## config.mk

```make
export PLATFORM = sky130hd
export DESIGN_NAME = seven_segment_scan_decoder
export DESIGN_NICKNAME = d
export VERILOG_FILES = /design/src/rtl/seven_segment_pkg.sv /design/src/rtl/seven_segment_pattern_decode.sv /design/src/rtl/seven_segment_scan_decoder.sv
export SDC_FILE = /design/constraint.sdc
export NUM_CORES = 1
export LEC_CHECK = 0
export ABC_AREA = 0
export CORE_ASPECT_RATIO = 0.7
export CORE_UTILIZATION = 53
export DETAILED_ROUTE_END_ITERATION = 12
export GPL_TIMING_DRIVEN = 0
export HOLD_SLACK_MARGIN = 0.02
export PLACE_DENSITY = 0.78
export REMOVE_ABC_BUFFERS = 1
export SYNTH_ARGS = -nofsm -noshare
export SYNTH_HDL_FRONTEND = slang
export SYNTH_SLANG_ARGS = --single-unit
export TNS_END_PERCENT = 10
```

## constraint.sdc

```tcl
create_clock -name clk -period 2.22 [get_ports clk]
set_input_delay 0.333 -clock clk [delete_from_list [all_inputs] [get_ports clk]]
set_output_delay 0.333 -clock clk [all_outputs]
set_load 0.1 [all_outputs]
```

## src/rtl/seven_segment_pkg.sv

```systemverilog
// Shared 7-segment pattern table (active-low {g..a}) and the reverse lookup used
// by the scan decoder; the drive-side encoder indexes the same table.
package seven_segment_pkg;

    localparam logic [6:0] SEG_BLANK = 7'b1111111;

    // Entry i is the lit pattern for hex digit i; element 15 is listed first.
    localparam logic [15:0][6:0] SEG_TABLE = {
        7'b0001110, 7'b0000110, 7'b0100001, 7'b1000110,
        7'b0000011, 7'b0001000, 7'b0010000, 7'b0000000,
        7'b1111000, 7'b0000010, 7'b0010010, 7'b0011001,
        7'b0110000, 7'b0100100, 7'b1111001, 7'b1000000
    };

    // Returns {hit, is_blank, value[3:0]}.
    function automatic logic [5:0] seg_decode(input logic [6:0] p);
        logic [5:0] r;
        r = {1'b0, (p == SEG_BLANK), 4'h0};
        for (int i = 0; i < 16; i++) begin
            if (p == SEG_TABLE[i]) r = {2'b10, 4'(i)};
        end
        return r;
    endfunction

endpackage

```

## src/rtl/seven_segment_pattern_decode.sv

```systemverilog
// Combinational reverse lookup of an active-low segment pattern to its hex value.
module seven_segment_pattern_decode
    import seven_segment_pkg::*;
(
    input  logic [6:0] pat,
    output logic       hit,
    output logic       is_blank,
    output logic [3:0] value
);

    always_comb begin
        {hit, is_blank, value} = seg_decode(pat);
    end

endmodule

```

## src/rtl/seven_segment_scan_decoder.sv

```systemverilog
// Snoops a multiplexed 7-segment bus, waits for a stable one-hot window per digit
// and commits the decoded hex value into that digit's slot.
module seven_segment_scan_decoder
    import seven_segment_pkg::*;
#(
    parameter int NUM_DIGITS     = 4,
    parameter int STABLE_CYCLES  = 4,
    parameter bit SEG_ACTIVE_LOW = 1'b1,
    parameter bit AN_ACTIVE_LOW  = 1'b1
) (
    input  logic                    clk,
    input  logic                    reset,
    input  logic [6:0]              seg_in,
    input  logic [NUM_DIGITS-1:0]   an_in,
    output logic [4*NUM_DIGITS-1:0] digits_out,
    output logic [NUM_DIGITS-1:0]   digit_valid,
    output logic                    update_pulse,
    output logic                    pattern_err,
    output logic [2:0]              err_digit
);

    localparam int         SW     = (NUM_DIGITS > 1) ? $clog2(NUM_DIGITS) : 1;
    localparam logic [7:0] STABLE = 8'(STABLE_CYCLES);

    logic [6:0]            seg_s1, seg_s2;
    logic [NUM_DIGITS-1:0] an_s1, an_s2;
    logic [NUM_DIGITS+6:0] prev_q;
    logic [7:0]            cnt;
    logic                  commit_q;
    logic [SW-1:0]         commit_slot;
    logic [6:0]            commit_pat;
    logic [NUM_DIGITS-1:0][3:0] dig_q;

    logic [6:0]            seg_norm;
    logic [NUM_DIGITS-1:0] an_norm;
    logic [NUM_DIGITS+6:0] samp;
    logic                  onehot;
    logic [SW-1:0]         slot;
    logic [7:0]            cnt_nxt;
    logic                  hit, is_blank;
    logic [3:0]            value;

    always_comb begin
        seg_norm = SEG_ACTIVE_LOW ? seg_s2 : ~seg_s2;
        an_norm  = AN_ACTIVE_LOW ? ~an_s2 : an_s2;
        samp     = {an_norm, seg_norm};
        onehot   = (an_norm != '0) && ((an_norm & (an_norm - 1'b1)) == '0);
        slot     = '0;
        for (int i = 0; i < NUM_DIGITS; i++) begin
            if (an_norm[i]) slot = SW'(i);
        end
        // Blanking/ghost intervals (zero- or multi-hot) discard the window.
        if (!onehot)            cnt_nxt = 8'd0;
        else if (samp != prev_q) cnt_nxt = 8'd1;
        else if (cnt >= STABLE)  cnt_nxt = STABLE;
        else                     cnt_nxt = cnt + 8'd1;
    end

    always_ff @(posedge clk or negedge reset) begin
        if (!reset) begin
            seg_s1      <= '0;
            seg_s2      <= '0;
            an_s1       <= '0;
            an_s2       <= '0;
            prev_q      <= '0;
            cnt         <= '0;
            commit_q    <= 1'b0;
            commit_slot <= '0;
            commit_pat  <= '0;
        end else begin
            seg_s1      <= seg_in;
            seg_s2      <= seg_s1;
            an_s1       <= an_in;
            an_s2       <= an_s1;
            prev_q      <= samp;
            cnt         <= cnt_nxt;
            // Fires only on the edge the count reaches the threshold, so a held bus commits once.
            commit_q    <= (cnt_nxt == STABLE) && (cnt != STABLE);
            commit_slot <= slot;
            commit_pat  <= seg_norm;
        end
    end

    seven_segment_pattern_decode u_dec (
        .pat      (commit_pat),
        .hit      (hit),
        .is_blank (is_blank),
        .value    (value)
    );

    always_ff @(posedge clk or negedge reset) begin
        if (!reset) begin
            dig_q        <= '0;
            digit_valid  <= '0;
            update_pulse <= 1'b0;
            pattern_err  <= 1'b0;
            err_digit    <= '0;
        end else begin
            update_pulse <= commit_q;
            pattern_err  <= 1'b0;
            if (commit_q) begin
                if (hit) begin
                    dig_q[commit_slot]       <= value;
                    digit_valid[commit_slot] <= 1'b1;
                end else begin
                    digit_valid[commit_slot] <= 1'b0;
                    if (!is_blank) begin
                        pattern_err <= 1'b1;
                        err_digit   <= 3'(commit_slot);
                    end
                end
            end
        end
    end

    assign digits_out = dig_q;

endmodule
```

==> impl_metrics.json <==
{
  "overflow": 0,
  "cp_slowest_cell": "dfrtp_2",
  "hold_ws_ps": 80.60,
  "initial_core_util_pct": 55.53,
  "violations": "negative setup slack",
  "worst-path-buf-inv": 1,
  "p_comb_share_pct": 7.6,
  "fin_nets": 294,
  "path_cells": "clkbuf_2 > nand2b_1 > a32oi_1 > o22ai_1 > a211oi_4 > o211a_2 > mux2_1",
  "rr_endpoint": "err_digit[1]$_DFFE_PN0P_",
  "synth_cell_types": 44,
  "drive_gt1_share_pct": 21.83,
  "antenna_left": 0,
  "first_global_vias": 1577,
  "required_ps": 2440,
  "startpoint_type": "flop",
  "cts_sinks": 68,
  "maxCapViolCount": 0,
  "worst_pin_slew_ps": 972.9,
  "swShare_pct": 23.64,
  "core_um2": 4808,
  "grt_pass1_wl_um": 7638,
  "timing.setup.tns_ps": -29.79,
  "antenna_cells": 0,
  "io_pins": 38,
  "critical_path.max_stage_delay_ps": 420,
  "ys_seq_area_share_pct": 63.73,
  "tritoncts": "yes",
  "crit_family": "compound AO/OA/AOI/OAI gates",
  "endpoint_kind": "flop",
  "p_per_area_nw_per_um2": 705.4,
  "ys.flop_type": "dfrtp_1",
  "fin_worst_skew_ps": 5.434,
  "row_count": 21,
  "dieArea_um2": 5330,
  "drt_pass1_iterations": 4,
  "syn_area_um2": 2670,
  "clkTransAtPathRegs_ps": 70,
  "min_period_ps": 2242,
  "crit_type": "reg -> reg",
  "drt_iter0_markers": 154,
  "fin_crit_sh_pct": 101.0,
  "syn_to_final_growth_pct": 32.99,
  "grt_start_max_net_pins": 69,
  "die_w_um": 86.84,
  "wl_per_cell_um": 14.61,
  "syn_inst": 211,
  "design_area_um2": 3551,
  "synth_async_sr_flop_share_pct": 100.0,
  "clockPowerShare_pct": 40.0,
  "postPlaceCellArea_um2": 3084,
  "wl_um": 5157,
  "drcViolationCount": 0,
  "critPathMaxFanout": 6,
  "gp_congestion": 0.8764,
  "slew_viol_final": 0,
  "max_freq_mhz": 446.1,
  "vias": 1861,
  "hp-class": "in -> async",
  "reg2regPathDepth": 7,
  "synth-seq-cells": 68,
  "power_leakage_nw": 1.694,
  "fin_cells": 353,
  "outcome": "finished with violations",
  "arrival_ps": 2460,
  "worst_slack_ps": -21.68,
  "switchingPower_w": 0.0005921,
  "hpwl_um": 3069,
  "grt_antenna_before_repair": 0,
  "die_h_um": 61.39,
  "rsz0062_at_grt": "yes",
  "synth_edf_count": 0,
  "ys_warn_count": 0,
  "pwr-share-seq_pct": 52.5,
  "cts.path.max_buffers": 2,
  "finalSetupViolCount": 2,
  "routed_via_density": 5.272,
  "r2r_slack_ps": -20,
  "clock_latency_ps": 340,
  "intPower_w": 0.001913,
  "slew_headroom_pct": 34.94,
  "htreeDepth": 3,
  "numCtsBuffers": 9,
  "root_buffer": "clkbuf_8",
  "vdd_drop_max_v": 0.0006869,
  "synth_area_per_cell_um2": 12.65,
  "r2r_start": "commit_pat[1]$_DFF_PN0_",
  "placedCellCount": 312,
  "finalHoldViolCount": 0,
  "grt.total_usage_pct": 19.98,
  "port_buffers": 36
}
## synth_stat cells, types with 4 or more instances
library cell,instances,area share [%]
xnor2_1,5,1.6
buf_2,6,1.1
dfrtp_1,68,64
nand3b_1,4,1.1
o21ai_0,12,2.2
mux2_1,13,5.5
nand2_1,10,1.4
nor2_1,9,1.3
xor2_1,9,3.0
a21oi_1,5,0.94
inv_1,8,1.1
nor3_1,8,1.5
nand3_1,6,1.1
## power groups by stage
| stage | clock (W) | sequential [W] | combinational (W) |
|---|---|---|---|
| after global routing | 0.00109 | 0.00132 | 0.000207 |
| after global placement | 0 | 0.00134 | 0.000128 |
| after CTS | 0.00102 | 0.00132 | 0.000135 |
| final | 0.00100 | 0.00131 | 0.000189 |
| after floorplan | 0 | 0.00134 | 0.0000714 |
| after detailed placement | 0 | 0.00135 | 0.000131 |
## worst max-delay path by stage
| stage | start | end | slack, ps | cells past startpoint |
|---|---|---|---|---|
| 6_report | commit_pat[1]$_DFF_PN0_ | err_digit[1]$_DFFE_PN0P_ | -20 | 7 |
| 5_1_grt | commit_pat[1]$_DFF_PN0_ | err_digit[1]$_DFFE_PN0P_ | -110 | 7 |
| 4_1_cts | commit_pat[0]$_DFF_PN0_ | err_digit[1]$_DFFE_PN0P_ | 20 | 6 |
| 3_5_place_dp | commit_pat[0]$_DFF_PN0_ | err_digit[0]$_DFFE_PN0P_ | -180 | 6 |
| 3_3_place_gp | reset | seg_s1[6]$_DFF_PN0_ | -1270 | 1 |
| 2_1_floorplan | commit_pat[0]$_DFF_PN0_ | err_digit[0]$_DFFE_PN0P_ | 110 | 6 |
## routing by layer
layer  vias up  global-route usage, %  share of wire, %
li1        877                      -                 -
met1       898                  25.65                43
met4         0                  9.762               1.9
met3        11                  6.166               6.1
met2        75                  31.72                49
met5         -                      0                 0
## repair_timing
| item | 4_1_cts | 5_1_grt |
|---|---|---|
| buffers inserted | 0 | 24 |
| cloned | 1 | 0 |
| resized for setup | 6 | 13 |
| hold buffers | 0 | 0 |
| endpoints found under the setup margin | 14 | 18 |
| hold endpoints to repair | 0 | 0 |
| pin swaps | 1 | 3 |
## stage by stage
stage	power, W	util (%)	setup slack [ps]
3_3_place_gp	0.001471	64.19	-1273
2_1_floorplan	0.001408	-	108.6
3_5_place_dp	0.001477	64.14	-177.2
4_1_cts	0.002483	68.83	16.79
5_1_grt	0.002618	73.85	-112.5
6_report	0.002505	73.85	-21.68
## flip-flops by register name, summed over array words and instances, names as in the netlist, named ones only
register and count:
err_digit 2, commit_pat 6, cnt 8, commit_q 1, digits_out 16, an_s2 4, seg_s1 7, update_pulse 1
pattern_err 1, an_s1 4, seg_norm 7, commit_slot 2, prev_q 5
## cell type report
cell class / instances / area (um2)
clock buffer: 10 / 137.6
clock inverter: 6 / 63.81
fill: 349 / 1257
inverter: 8 / 30.03
multi-input combinational: 132 / 954.7
sequential: 68 / 1710
tap: 69 / 86.33
timing repair buffer: 60 / 568.0
## cells in the final DEF, fill, tap and decap left out, types with 2 or more instances in the layout
cell type,n
a211o_1,2
a21o_1,3
a21oi_1,4
a22o_1,2
buf_12,2
buf_2,2
buf_4,20
clkbuf_8,10
clkdlybuf4s50_1,30
clkinv_2,2
clkinvlp_4,2
conb_1,6
dfrtp_1,61
dfrtp_2,7
dlymetal6s2s_1,5
ha_1,2
inv_1,8
mux2_1,12
nand2_1,10
nand2b_1,2
nand3_1,6
nand3b_1,4
nand4_1,2
nor2_1,9
nor2_2,2
nor2b_1,3
nor3_1,8
nor3b_2,2
nor4_1,3
o21ai_0,12
or3_1,2
xnor2_1,5
xor2_1,9
## kinds of logic after synthesis
| logic type | share of synthesized area [%] |
|---|---|
| DFF | 63.73 |
| adders and majority gates | 0.9371 |
| other | 0.1404 |
| xor gates and xnor gates | 4.592 |
| muxes | 5.904 |
| and+or+nand+nor | 12.47 |
| AOI/OAI and AO/OA | 9.279 |
| buffers and inverters | 2.952 |
Power figures use the tool's default switching activity.
